**src/rtl/psr_branch_unit_pkg.sv**
```systemverilog
// Shared definitions for the PSR / branch resolution slice: flag positions,
// condition codes, standard flag-class masks and the branch FSM encoding.
package psr_branch_unit_pkg;

  localparam int FLAG_C = 0;
  localparam int FLAG_L = 2;
  localparam int FLAG_F = 5;
  localparam int FLAG_Z = 6;
  localparam int FLAG_N = 7;

  localparam logic [15:0] PSR_VALID_MASK = 16'h00E5;
  localparam logic [15:0] MASK_ADDSUB    = 16'h0021;
  localparam logic [15:0] MASK_CMP       = 16'h00C4;

  localparam logic [3:0] COND_EQ = 4'h0;
  localparam logic [3:0] COND_NE = 4'h1;
  localparam logic [3:0] COND_CS = 4'h2;
  localparam logic [3:0] COND_CC = 4'h3;
  localparam logic [3:0] COND_HI = 4'h4;
  localparam logic [3:0] COND_LS = 4'h5;
  localparam logic [3:0] COND_GT = 4'h6;
  localparam logic [3:0] COND_LE = 4'h7;
  localparam logic [3:0] COND_FS = 4'h8;
  localparam logic [3:0] COND_FC = 4'h9;
  localparam logic [3:0] COND_LO = 4'hA;
  localparam logic [3:0] COND_HS = 4'hB;
  localparam logic [3:0] COND_LT = 4'hC;
  localparam logic [3:0] COND_GE = 4'hD;
  localparam logic [3:0] COND_UC = 4'hE;
  localparam logic [3:0] COND_NV = 4'hF;

  typedef enum logic [1:0] {
    ST_IDLE     = 2'd0,
    ST_EVAL     = 2'd1,
    ST_REDIRECT = 2'd2
  } state_e;

endpackage

```
**src/rtl/psr_branch_unit_if.sv**
```systemverilog
// Branch request / resolve / fetch-redirect bundle between decoder, branch unit and fetch.
interface psr_branch_unit_if #(
  parameter int WIDTH     = 16,
  parameter int DISP_BITS = 8
);
  logic                 br_valid;
  logic                 br_ready;
  logic                 br_is_jump;
  logic [3:0]           br_cond;
  logic [WIDTH-1:0]     br_pc;
  logic [DISP_BITS-1:0] br_disp;
  logic [WIDTH-1:0]     br_target;
  logic                 resolve_valid;
  logic                 resolve_taken;
  logic                 redirect_valid;
  logic                 redirect_ready;
  logic [WIDTH-1:0]     redirect_pc;

  modport master (
    output br_valid, br_is_jump, br_cond, br_pc, br_disp, br_target, redirect_ready,
    input  br_ready, resolve_valid, resolve_taken, redirect_valid, redirect_pc
  );

  modport slave (
    input  br_valid, br_is_jump, br_cond, br_pc, br_disp, br_target, redirect_ready,
    output br_ready, resolve_valid, resolve_taken, redirect_valid, redirect_pc
  );
endinterface

```
**src/rtl/psr_cond_eval.sv**
```systemverilog
// Pure combinational condition-code evaluator against a PSR word; shared with
// the decoder's branch predictor.
module psr_cond_eval
  import psr_branch_unit_pkg::*;
#(
  parameter int WIDTH = 16
) (
  input  logic [WIDTH-1:0] psr,
  input  logic [3:0]       cond,
  output logic             taken
);

  logic c_s, l_s, f_s, z_s, n_s;
  logic unused_psr_bits_s;

  assign c_s = psr[FLAG_C];
  assign l_s = psr[FLAG_L];
  assign f_s = psr[FLAG_F];
  assign z_s = psr[FLAG_Z];
  assign n_s = psr[FLAG_N];
  assign unused_psr_bits_s = ^{psr[WIDTH-1:8], psr[4:3], psr[1]};

  // Map condition code to branch outcome
  always_comb begin
    taken = 1'b0;
    case (cond)
      COND_EQ: taken = z_s;
      COND_NE: taken = ~z_s;
      COND_CS: taken = c_s;
      COND_CC: taken = ~c_s;
      COND_HI: taken = l_s;
      COND_LS: taken = ~l_s;
      COND_GT: taken = n_s;
      COND_LE: taken = ~n_s;
      COND_FS: taken = f_s;
      COND_FC: taken = ~f_s;
      COND_LO: taken = ~l_s & ~z_s;
      COND_HS: taken = l_s | z_s;
      COND_LT: taken = ~n_s & ~z_s;
      COND_GE: taken = n_s | z_s;
      COND_UC: taken = 1'b1;
      COND_NV: taken = 1'b0;
      default: taken = 1'b0;
    endcase
  end

endmodule

```
**src/rtl/psr_branch_unit.sv**
```systemverilog
// Processor status register plus Bcond/Jcond resolution; taken branches are
// handed to fetch as a redirect PC over a valid/ready handshake.
module psr_branch_unit
  import psr_branch_unit_pkg::*;
#(
  parameter int WIDTH     = 16,
  parameter int DISP_BITS = 8
) (
  input  logic             clk,
  input  logic             reset_n,
  input  logic [WIDTH-1:0] flags_in,
  input  logic             flags_we,
  input  logic [WIDTH-1:0] flags_mask,
  output logic [WIDTH-1:0] psr_out,
  psr_branch_unit_if.slave bus
);

  localparam logic [WIDTH-1:0] VALID_MASK = WIDTH'(PSR_VALID_MASK);

  logic [WIDTH-1:0] psr_r;
  state_e           state_r;
  logic [3:0]       cond_r;
  logic [WIDTH-1:0] target_r;
  logic             br_ready_r;
  logic             resolve_valid_r;
  logic             redirect_valid_r;
  logic [WIDTH-1:0] redirect_pc_r;
  logic             taken_s;
  logic [WIDTH-1:0] target_s;

  assign psr_out            = psr_r;
  assign bus.br_ready       = br_ready_r;
  assign bus.resolve_valid  = resolve_valid_r;
  assign bus.resolve_taken  = resolve_valid_r & taken_s;
  assign bus.redirect_valid = redirect_valid_r;
  assign bus.redirect_pc    = redirect_pc_r;

  // Branch target: sign-extended displacement wraps modulo 2^WIDTH
  always_comb begin
    target_s = '0;
    if (bus.br_is_jump) begin
      target_s = bus.br_target;
    end else begin
      target_s = bus.br_pc + {{(WIDTH-DISP_BITS){bus.br_disp[DISP_BITS-1]}}, bus.br_disp};
    end
  end

  psr_cond_eval #(.WIDTH(WIDTH)) u_cond_eval (
    .psr   (psr_r),
    .cond  (cond_r),
    .taken (taken_s)
  );

  // Masked PSR capture, independent of the branch FSM
  always_ff @(posedge clk or negedge reset_n) begin
    if (!reset_n) begin
      psr_r <= '0;
    end else if (flags_we) begin
      psr_r <= (psr_r & ~flags_mask) | (flags_in & flags_mask & VALID_MASK);
    end
  end

  // Branch FSM: accept, evaluate against the registered PSR, offer redirect
  always_ff @(posedge clk or negedge reset_n) begin
    if (!reset_n) begin
      state_r          <= ST_IDLE;
      cond_r           <= 4'h0;
      target_r         <= '0;
      br_ready_r       <= 1'b1;
      resolve_valid_r  <= 1'b0;
      redirect_valid_r <= 1'b0;
      redirect_pc_r    <= '0;
    end else begin
      resolve_valid_r <= 1'b0;
      case (state_r)
        ST_IDLE: begin
          if (bus.br_valid) begin
            cond_r          <= bus.br_cond;
            target_r        <= target_s;
            br_ready_r      <= 1'b0;
            resolve_valid_r <= 1'b1;
            state_r         <= ST_EVAL;
          end
        end
        ST_EVAL: begin
          if (taken_s) begin
            redirect_valid_r <= 1'b1;
            redirect_pc_r    <= target_r;
            state_r          <= ST_REDIRECT;
          end else begin
            br_ready_r <= 1'b1;
            state_r    <= ST_IDLE;
          end
        end
        ST_REDIRECT: begin
          if (bus.redirect_ready) begin
            redirect_valid_r <= 1'b0;
            br_ready_r       <= 1'b1;
            state_r          <= ST_IDLE;
          end
        end
        default: begin
          redirect_valid_r <= 1'b0;
          br_ready_r       <= 1'b1;
          state_r          <= ST_IDLE;
        end
      endcase
    end
  end

endmodule

```
**src/flat_wrapper.sv**
```systemverilog
// flat-port wrapper written by rule: the top's interface ports become plain ports
module psr_branch_unit_flat import psr_branch_unit_pkg::*;
#(
  parameter int WIDTH     = 16,
  parameter int DISP_BITS = 8
)
  (clk, reset_n, flags_in, flags_we, flags_mask, psr_out, bus_br_valid, bus_br_is_jump, bus_br_cond, bus_br_pc, bus_br_disp, bus_br_target, bus_redirect_ready, bus_br_ready, bus_resolve_valid, bus_resolve_taken, bus_redirect_valid, bus_redirect_pc);
  psr_branch_unit_if #(.WIDTH(WIDTH), .DISP_BITS(DISP_BITS)) bus_i ();
  input  logic clk;
  input  logic reset_n;
  input  logic [WIDTH-1:0] flags_in;
  input  logic flags_we;
  input  logic [WIDTH-1:0] flags_mask;
  output logic [WIDTH-1:0] psr_out;
  input wire logic [$bits(bus_i.br_valid)-1:0] bus_br_valid;
  input wire logic [$bits(bus_i.br_is_jump)-1:0] bus_br_is_jump;
  input wire logic [$bits(bus_i.br_cond)-1:0] bus_br_cond;
  input wire logic [$bits(bus_i.br_pc)-1:0] bus_br_pc;
  input wire logic [$bits(bus_i.br_disp)-1:0] bus_br_disp;
  input wire logic [$bits(bus_i.br_target)-1:0] bus_br_target;
  input wire logic [$bits(bus_i.redirect_ready)-1:0] bus_redirect_ready;
  output wire logic [$bits(bus_i.br_ready)-1:0] bus_br_ready;
  output wire logic [$bits(bus_i.resolve_valid)-1:0] bus_resolve_valid;
  output wire logic [$bits(bus_i.resolve_taken)-1:0] bus_resolve_taken;
  output wire logic [$bits(bus_i.redirect_valid)-1:0] bus_redirect_valid;
  output wire logic [$bits(bus_i.redirect_pc)-1:0] bus_redirect_pc;
  assign bus_i.br_valid = bus_br_valid;
  assign bus_i.br_is_jump = bus_br_is_jump;
  assign bus_i.br_cond = bus_br_cond;
  assign bus_i.br_pc = bus_br_pc;
  assign bus_i.br_disp = bus_br_disp;
  assign bus_i.br_target = bus_br_target;
  assign bus_i.redirect_ready = bus_redirect_ready;
  assign bus_br_ready = bus_i.br_ready;
  assign bus_resolve_valid = bus_i.resolve_valid;
  assign bus_resolve_taken = bus_i.resolve_taken;
  assign bus_redirect_valid = bus_i.redirect_valid;
  assign bus_redirect_pc = bus_i.redirect_pc;
  psr_branch_unit #(.WIDTH(WIDTH), .DISP_BITS(DISP_BITS)) u_core (.clk(clk), .reset_n(reset_n), .flags_in(flags_in), .flags_we(flags_we), .flags_mask(flags_mask), .psr_out(psr_out), .bus(bus_i));
endmodule
```
**config.mk**
```make
export PLATFORM = sky130hd
export DESIGN_NAME = psr_branch_unit_flat
export DESIGN_NICKNAME = d
export VERILOG_FILES = /design/src/rtl/psr_branch_unit_pkg.sv /design/src/rtl/psr_branch_unit_if.sv /design/src/rtl/psr_cond_eval.sv /design/src/rtl/psr_branch_unit.sv /design/src/flat_wrapper.sv
export SDC_FILE = /design/constraint.sdc
export NUM_CORES = 1
export LEC_CHECK = 0
export ABC_CLOCK_PERIOD_IN_PS = 2350
export BUFFER_PORTS_ARGS = -buffer_cell sky130_fd_sc_hd__buf_2
export CAP_MARGIN = 40
export CORE_MARGIN = 4
export CORE_UTILIZATION = 51
export CTS_BUF_LIST = sky130_fd_sc_hd__clkbuf_4 sky130_fd_sc_hd__clkbuf_8
export DETAILED_ROUTE_END_ITERATION = 12
export GPL_TIMING_DRIVEN = 0
export PLACE_DENSITY = 0.83
export SLEW_MARGIN = 10
export SYNTH_ARGS = -nofsm -noshare
export SYNTH_HDL_FRONTEND = slang
export SYNTH_SLANG_ARGS = --single-unit
```
**constraint.sdc**
```tcl
create_clock -name clk -period 2.35 [get_ports clk]
set_input_delay 0.1175 -clock clk [delete_from_list [all_inputs] [get_ports clk]]
set_output_delay 0.1175 -clock clk [all_outputs]
set_load 0.02 [all_outputs]
```
# == Yosys cells after proc, flatten, opt, wreduce, memory -nomap -nowiden ==
# Cells that the tools add are included.
# totals
reg_bits,57
input_bits,82
out_inout_bits,36
wordCells,67
# classes
addsub,1
n_eq_ne,21
n_mux,15
bitwise,15
n_reduce_logical,7
# ops
operator,n
"4-bit == test, second input constant",8
16-bit adder,1
16-bit bitwise AND,1
"4-bit by 3-bit == test with 1-bit output, second input constant",4
16-bit 2-to-1 mux,1
16-bit NOT,1
16-bit by 8-bit bitwise OR with 16-bit output,1
1-bit case mux with 16 select lines,1
8-bit bitwise AND,1
"4-bit by 2-bit == test with 1-bit output, second input constant",2
1-bit 2-to-1 mux,7
2-bit 2-to-1 mux,3
"2-bit != test, second input constant",3
1-bit NOT,6
1-bit case mux with 3 select lines,2
2-bit case mux with 3 select lines,1
2-bit AND reduction,3
3-bit AND reduction,2
"4-bit by 1-bit == test with 1-bit output, second input constant",1
4-bit zero test,1
1-bit bitwise AND,3
"2-bit by 1-bit == test with 1-bit output, second input constant",1
"2-bit == test, second input constant",1
2-bit zero test,1
2 further kinds,3

# == Logic depth before layout (Yosys ltp) ==
# Gate-level depths: netlist (run 1).
# logic_depth
depth_word,5
depth_mapped,10
ltp_nobuf,10

# == Modules after synthesis ==
# From an unflattened synthesis (run 1), not the netlist that was laid out.
# unflattened
cells_unflattened,315
hier_area_um2,3221.8
# modules_own_cells
mod,n_inst,cells_per_inst,area_each_um2,seq_area_each_um2
psr_branch_unit,1,292,3037.9,1427.6
psr_cond_eval,1,23,183.9,0.0

# == Worst setup path after synthesis (run 1) ==
# No wires, ideal clock.
# synth_path
path_kind,reg-to-reg
startpoint,reg u_core.cond_r[0]
endpoint,"reg u_core.redirect_pc_r[15], in the netlist u_core.bus.redirect_pc[15]"
setup_time_ps,125
t_arrival_ps,1939
required_time_ps,2225
path_slack_ps,286
stages_incl_launch_ff,9
n_path_buf,2
synth_period_minus_slack_ps,2064
cell_sequence,dfrtp_1 -> buf_4 -> or4_2 -> nor2_1 -> o32a_2 -> nor2_4 -> nand2_8 -> buf_12 -> mux2_4
# synth_between
elab_chain_len,3
elab_cells_between_ends,18
classes_between,eq/ne (15); mux (1); reduce/logical (2)
# synth_rtl
item,line_no,rtl
"start, declared",psr_branch_unit.sv:22,logic [3:0] cond_r;
"start signal, assigned",psr_branch_unit.sv:78,cond_r <= bus.br_cond;
4-bit == test (tied with other cells),psr_cond_eval.sv:26,case (cond)
1-bit case mux with 16 select lines (*),psr_cond_eval.sv:26,
2-bit AND reduction (no source line) (*),--,
"end signal, assigned",psr_branch_unit.sv:88,redirect_pc_r <= target_r;
"end, declared",psr_branch_unit.sv:27,logic [WIDTH-1:0] redirect_pc_r;
# Every way passes the cells marked *; elsewhere a longest branch is shown, timed or not.
# A chain may end at the register's enable or synchronous reset.

# == Worst setup path in the final report (run 1) ==
# layout_path
startpoint,reg u_core.cond_r[0]
endpoint,out bus_resolve_taken
# layout_between
elab_chain_len,3
elab_cells_between_ends,18
classes_between,eq/ne (15); mux (1); bitwise (1); reduce/logical (1)
# layout_rtl
item,line_no,rtl
4-bit == test (tied with other cells),psr_cond_eval.sv:26,
1-bit case mux with 16 select lines (*),psr_cond_eval.sv:26,
1-bit bitwise AND (*),psr_branch_unit.sv:34,assign bus.resolve_taken = resolve_valid_r & taken_s;
"end, declared",flat_wrapper.sv:24,output wire logic [$bits(bus_i.resolve_taken)-1:0] bus_resolve_taken;
# Marked as above.

==> summary.txt, run 1 <==
Outcome
  – Status: completed

Synth
  – Post-synthesis sequential area ratio: 46.3%
  – Synth cell count leaders: dfrtp_1, nand2_1, a21oi_1, o21ai_0, ha_1
  – Largest family of logic cells by synthesized area: compound AO/OA/AOI/OAI gates
  – Post-synthesis simple-gate area fraction: 13.7%
  – Top cell type's share of synthesized area: 45.5%
  – Xor/xnor share of the synthesized area: 3.41%
  – Adder-cell area share of the yosys netlist: 6.74%
  – Synthesized area: 3080 sq um
  – Cells after synthesis: 293
  – Post-synthesis compound-gate area fraction: 16.3%
  – Most common cell in the synthesized netlist: dfrtp_1
  – Yosys top cell by area: dfrtp_1
  – Post-synthesis register bit count: 57
  – Synth Flop Type: dfrtp_1
  – Number of synthesized flops with an enable pin: 0
  – Syn Nets: 391
  – Ys Warns: 0
  – Mux contribution to synthesized area: 10.6%
  – Fraction of registers with async set/reset: 100%
  – Yosys cell types: 46
  – Syn avg cell area: 10.5 sq um
  – Synth area leaders: dfrtp_1, ha_1, nand2_1

CTS
  – CTS tree: done
  – Post-CTS Resized: 0
  – CTS clk-pin slew, worst paths: 0.07 ns
  – Clock sink count: 57
  – Clock latency on the worst-skew pair: 0.33 ns
  – Clock Tree Root: clkbuf_8
  – Post-CTS Setup Bufs: 0
  – CTS HTree Levels: 3
  – CTS max path bufs: 2
  – Num CTS Buffers: 9

GRT
  – Global-route wire length before repair: 12600 um
  – Initial antenna violation count: 0
  – GR Overflow Total: 0
  – Total track usage: 21.9%
  – Vias in the first global route: 2728
  – Largest net degree at the start of global routing: 32

Final layout
  – Area grow syn2layout: 32.8%
  – End-of-flow core utilization: 69.5%
  – Fill count: 447
  – Multi-input logic area: 1570 sq um
  – Ratio of cells with drive above 1 in the final layout: 35.7%
  – Layout Cells excl Fill: 506
  – Total Nets Final: 524
  – Register area: 1430 sq um
  – Antenna cell count: 0

Worst setup path
  – Worst Setup End Kind: output port
  – Largest stage delay on the critical path: 0.63 ns
  – Crit path required time: 2.23 ns
  – CP Launch Point: u_core.cond_r[0]
  – Crit path arrival time: 2.14 ns
  – Worst Setup Start Kind: register
  – R2r setup slk: 0.16 ns
  – Crit path kind: register to output port
  – CP endpoint: bus_resolve_taken
  – R2r startpoint: u_core.cond_r[0]
  – RR Endpoint: u_core.bus.redirect_pc[15]
  – Critical-path cell list: buf_4, or4_2, nor2_1, o32a_2, and2b_2, buf_2
  – Worst-path maximum fanout: 7
  – Slowest CP cell: or4_2
  – Path depth of the worst reg2reg path: 8

Die
  – Num rows: 28
  – Ports: 118
  – Core box area: 5890 sq um
  – Vert. Die Dim: 85.7 um
  – Total die area: 7350 sq um
  – Die width: 85.7 um
  – Initial Util: 52.3%

Power
  – Leakage: 2.10 nW
  – Power per Cell Area: 1020 nW/um^2
  – Worst VDD drop: 0.618 mV

Drt
  – Total wire length: 7630 um
  – Vias per Instance: 5.28
  – WL/cell: 15.1 um
  – First DRT Iteration DRCs: 115
  – Via count: 2673
  – DR DRC count: 0
  – Pre-antenna DRT Iters: 4
  – Post-route ant nets: 0

STA
  – Final Hold Fails: 0
  – Final Setup Violations: 0
  – Final period utilization: 95.9%
  – Rel. slew slack: 53.9%
  – RSZ-0062 raised after global routing: false
  – Clock skew: 0.00960 ns
  – Tightest Pin Transition: 0.692 ns
  – Final min period: 2.25 ns
  – Max-slew violations: 0
  – FMAX: 444 MHz

Hold path
  – Hold Path Class: input pin to register
  – Hold path start: bus_br_cond[3]

Placed design
  – IO buf count: 106
  – Dpl hpwl: 5620 um
  – Gpl congestion: 0.911
  – Dpl cells: 475

Flow run
  – Maxcap violations: 0
## placed cells by master (no fill, tap or decap), drive strengths merged, types with 2 or more instances in the layout
cell type / n
nand2b: 4
nor3: 6
nor2b: 2
and3: 5
a21oi: 19
o21ai: 18
mux2i: 6
a21o: 6
a221oi: 3
nand3: 6
o21a: 5
nand4: 2
dfrtp: 56
inv: 8
o311ai: 3
nor2: 14
clkbuf: 22
a21boi: 13
mux2: 21
o31ai: 3
xnor2: 7
nand2: 42
dlygate4sd3: 15
buf: 109
ha: 15
xor2: 5
nor3b: 2
## report_power, final
group / internal (mW) / total [mW] / switching (mW)
Sequential: 1.33 / 1.57 / 0.235
Clock: 0.599 / 0.960 / 0.362
Combinational: 0.756 / 1.64 / 0.881
## metal layers
layer	part of all wire, %	up-vias	routed length (um)	track usage, %
met4	1.7	0	133	10.4
li1	-	1313	-	-
met3	8.7	12	667	5.67
met2	48	121	3630	37.2
met5	0	-	0	0
met1	42	1227	3200	25.9
## cell families after synthesis
family,after synthesis
simple gates,87
compound gates,76
xor+xnor,12
buf+inv,18
mux,27
flops,57
fa+ha+maj,16
## final cells by class
| cell class | instances | area share [%] |
|---|---|---|
| multi-input combinational | 218 | 38.3 |
| sequential | 57 | 34.9 |
| timing repair buffer | 122 | 17.1 |
| clock buffer | 14 | 4.41 |
| tap | 75 | 2.29 |
| buffer | 10 | 1.41 |
| clock inverter | 2 | 0.857 |
| inverter | 8 | 0.734 |
## sequential cells by signal (all words and copies together), names as in the netlist, named ones only
register                   flops
u_core.bus.redirect_pc        16
u_core.target_r               16
u_core.state_r                 2
u_core.bus.redirect_valid      1
u_core.bus.resolve_valid       1
u_core.bus.br_ready            1
u_core.psr_out                11
u_core.cond_r                  4
## critical path, delay by kind of cell, from the launching register on
family                 cells  cell delay [ns]
DFF                        1             0.36
AOI/OAI and AO/OA          1             0.18
and+or+nand+nor            3             0.96
buffers and inverters      2             0.31
## repair_timing
action                                  CTS  global route
hold buffers                             15             0
endpoints found under the hold margin    44             0
endpoints found under the setup margin    0             0
## how the worst min path moves through the flow
stage | to | slack [ns] | cells after the start
after floorplan | async pin | -0.18 | 0
after global placement | u_core.psr_out[12] | 0.31 | 2
after detailed placement | async pin | 0.19 | 1
after CTS | u_core.cond_r[3] | 0.003 | 3
after global routing | u_core.state_r[1] | 0.02 | 2
final | u_core.cond_r[3] | 0.01 | 3
## per-stage QoR
| stage | TNS (ns) | hold slack [ns] | cell area, sq um | power [mW] | setup slack, ns |
|---|---|---|---|---|---|
| after floorplan | 0 | -0.178 | 3080 | 2.70 | 0.286 |
| after global placement | 0 | 0.309 | 3700 | 3.13 | 0.0325 |
| final | 0 | 0.0116 | 4090 | 4.17 | 0.0971 |
| after global routing | 0 | 0.0158 | 4090 | 4.43 | 0.0319 |
| after detailed placement | -0.0263 | 0.191 | 3720 | 3.20 | -0.0263 |
| after CTS | 0 | 0.00296 | 4090 | 4.19 | 0.0887 |
Power figures use the tool's default switching activity.
==> inputs of run 2 (changes only) <==
HOLD_SLACK_MARGIN = 0.02   (was unset)
==> run 2 against run 1 <==
Global-route usage increased by 0.74 points; die area is the same; sequential share of layout area decreased by 0.34 points; register-to-register slack hardly changed; flip-flop and latch count unchanged; combinational power is essentially flat; sequential power hardly changed; highest routed layer unchanged.
==> summary.txt, run 2 (same netlist as run 1, synthesis figures left out) <==
Power
  – Tot Pwr: 4.18 mW (was 4.17 mW)
  – Power per Cell Area: 1010 nW/um^2 (was 1020 nW/um^2)
  – Leakage: 2.12 nW (was 2.10 nW)
  – Worst VDD drop: 0.625 mV (was 0.618 mV)

Placed design
  – Dpl hpwl: 5620 um (unchanged)
  – IO buf count: 106 (unchanged)
  – Gpl congestion: 0.911 (unchanged)

CTS
  – Num CTS Buffers: 9 (unchanged)
  – CTS clk-pin slew, worst paths: 0.07 ns (about the same)
  – Clock sink count: 57 (unchanged)
  – CTS tree: done (unchanged)
  – CTS HTree Levels: 3 (unchanged)
  – Clock Tree Root: clkbuf_8 (unchanged)
  – Post-CTS Setup Bufs: 0 (unchanged)
  – Clock latency on the worst-skew pair: 0.33 ns (about the same)
  – CTS max path bufs: 2 (unchanged)

STA
  – Final min period: 2.25 ns (about the same)
  – Final Setup Violations: 0 (unchanged)
  – Hold_ws: 0.0321 ns (was 0.0116 ns)
  – Tightest Pin Transition: 0.688 ns (was 0.692 ns)
  – Final Hold Fails: 0 (unchanged)
  – Clock skew: 0.00826 ns (was 0.00960 ns)
  – Final TNS setup: 0 ns (unchanged)
  – Max-slew violations: 0 (unchanged)
  – FMAX: 444 MHz (about the same)
  – Rel. slew slack: 54.2% (was 53.9%)
  – Final period utilization: 95.9% (about the same)
  – RSZ-0062 raised after global routing: false (unchanged)

Worst setup path
  – Kind of cell adding the most delay to the critical path: simple AND/OR/NAND/NOR gates (unchanged)
  – Slowest CP cell: or4_2 (unchanged)
  – Crit path required time: 2.23 ns (about the same)
  – Crit path arrival time: 2.14 ns (about the same)
  – Worst Setup Start Kind: register (unchanged)
  – Worst Setup End Kind: output port (unchanged)
  – Crit path kind: register to output port (unchanged)
  – CP Buf/Inv Count: 2 (unchanged)
  – Largest stage delay on the critical path: 0.63 ns (about the same)
  – Critical-path cell list: buf_4, or4_2, nor2_1, o32a_2, and2b_2, buf_2 (unchanged)
  – Worst-path maximum fanout: 7 (unchanged)

Die
  – Initial Util: 52.3% (unchanged)
  – Total die area: 7350 sq um (unchanged)
  – Die width: 85.7 um (unchanged)
  – Ports: 118 (unchanged)
  – Core box area: 5890 sq um (unchanged)
  – Vert. Die Dim: 85.7 um (unchanged)
  – Num rows: 28 (unchanged)

GRT
  – Grt met1 use: 26.8% (was 25.9%)
  – Vias in the first global route: 2765 (was 2728)
  – Total track usage: 22.7% (was 21.9%)
  – Grt met2 use: 39.3% (was 37.2%)
  – GR Overflow Total: 0 (unchanged)
  – Grt peak-use layer: met2 (unchanged)
  – Largest net degree at the start of global routing: 32 (unchanged)
  – Initial antenna violation count: 0 (unchanged)
  – Global-route wire length before repair: 13000 um (was 12600 um)
  – Met3 GRT Util: 5.38% (was 5.67%)

Drt
  – Via count: 2702 (was 2673)
  – Pre-antenna DRT Iters: 4 (unchanged)
  – DR DRC count: 0 (unchanged)
  – WL/cell: 15.4 um (was 15.1 um)
  – Vias per Instance: 5.30 (was 5.28)
  – First DRT Iteration DRCs: 93 (was 115)
  – Total wire length: 7860 um (was 7630 um)
  – Post-route ant nets: 0 (unchanged)

Outcome
  – Status: completed (unchanged)

Final layout
  – Most frequent cells in the layout: buf_2, dfrtp_1, nand2_1 (unchanged)
  – Area grow syn2layout: 34.1% (was 32.8%)
  – Total Nets Final: 528 (was 524)
  – Commonest non-fill, non-tap cell in the layout: buf_2 (unchanged)
  – Antenna cell count: 0 (unchanged)
  – Ratio of cells with drive above 1 in the final layout: 35.4% (was 35.7%)

Flow run
  – Maxcap violations: 0 (unchanged)

Hold path
  – Hold Path Class: input pin to register (unchanged)
run 2: cell types whose count changed in the layout (fill, tap and decap cells not counted), sizes merged:
cell / before / now
dlygate4sd3: 15 / 19
run 2: worst register-to-register path, cell delays in order (launching register included):
cell and delay, ns:
dfrtp_1 0.36, buf_4 0.16, or4_2 0.63, nor2_1 0.11
o32a_2 0.18, nor2_4 0.06, nand2_8 0.12, buf_12 0.15
mux2_4 0.31
run 2: final cells by class:
class                      count  area (sq um)
fill                         436          1760
multi-input combinational    218          1570
sequential                    57          1430
timing repair buffer         126           741
clock buffer                  14           180
tap                           75          93.8
buffer                        10          57.6
clock inverter                 2          35.0
inverter                       8          30.0
run 2: layer usage:
layer  wire length [um]  part of all wire (%)
met1               3260                    41
met2               3860                    49
met3                622                   7.9
met4                115                   1.5
met5                  0                     0
run 2: timing repair:
item                      4_1_cts  5_1_grt
gates resized for setup         0        0
hold endpoints to repair       48        0
hold buffers                   19        0
run 2: stage by stage:
| step | instances | utilization (%) | area, sq um | worst slack [ns] |
|---|---|---|---|---|
| 5_1_grt | 510 | 70.2 | 4130 | 0.0319 |
| 3_5_place_dp | 475 | 63.3 | 3720 | -0.0263 |
| 4_1_cts | 510 | 70.2 | 4130 | 0.0887 |
| 6_report | 510 | 70.2 | 4130 | 0.0953 |
| 2_1_floorplan | 293 | - | 3080 | 0.286 |
| 3_3_place_gp | 474 | 62.9 | 3700 | 0.0325 |
run 2: path summary, 6_finish.rpt:
| check | startpoint | end | slack [ns] | cells past startpoint |
|---|---|---|---|---|
| worst max-delay path | u_core.cond_r[0] | bus_resolve_taken | 0.1 | 6 |
| worst min-delay path | flags_in[7] | register | 0.03 | 2 |
| worst max register to register | u_core.cond_r[0] | u_core.bus.redirect_pc[15] | 0.16 | 8 |
| worst min register to register | u_core.target_r[2] | u_core.target_r[2] | 0.48 | 2 |
| max in group asynchronous | reset_n | u_core.bus.br_ready | 1.32 | 3 |
| min in group asynchronous | reset_n | async pin | 0.37 | 2 |
run 2: report_power, final:
| part | internal [mW] | total, mW | switching, mW | leakage, nW |
|---|---|---|---|---|
| Clock | 0.599 | 0.961 | 0.362 | 0.114 |
| Sequential | 1.33 | 1.57 | 0.234 | 0.716 |
| Combinational | 0.760 | 1.65 | 0.885 | 1.29 |
| Total | 2.69 | 4.18 | 1.48 | 2.12 |
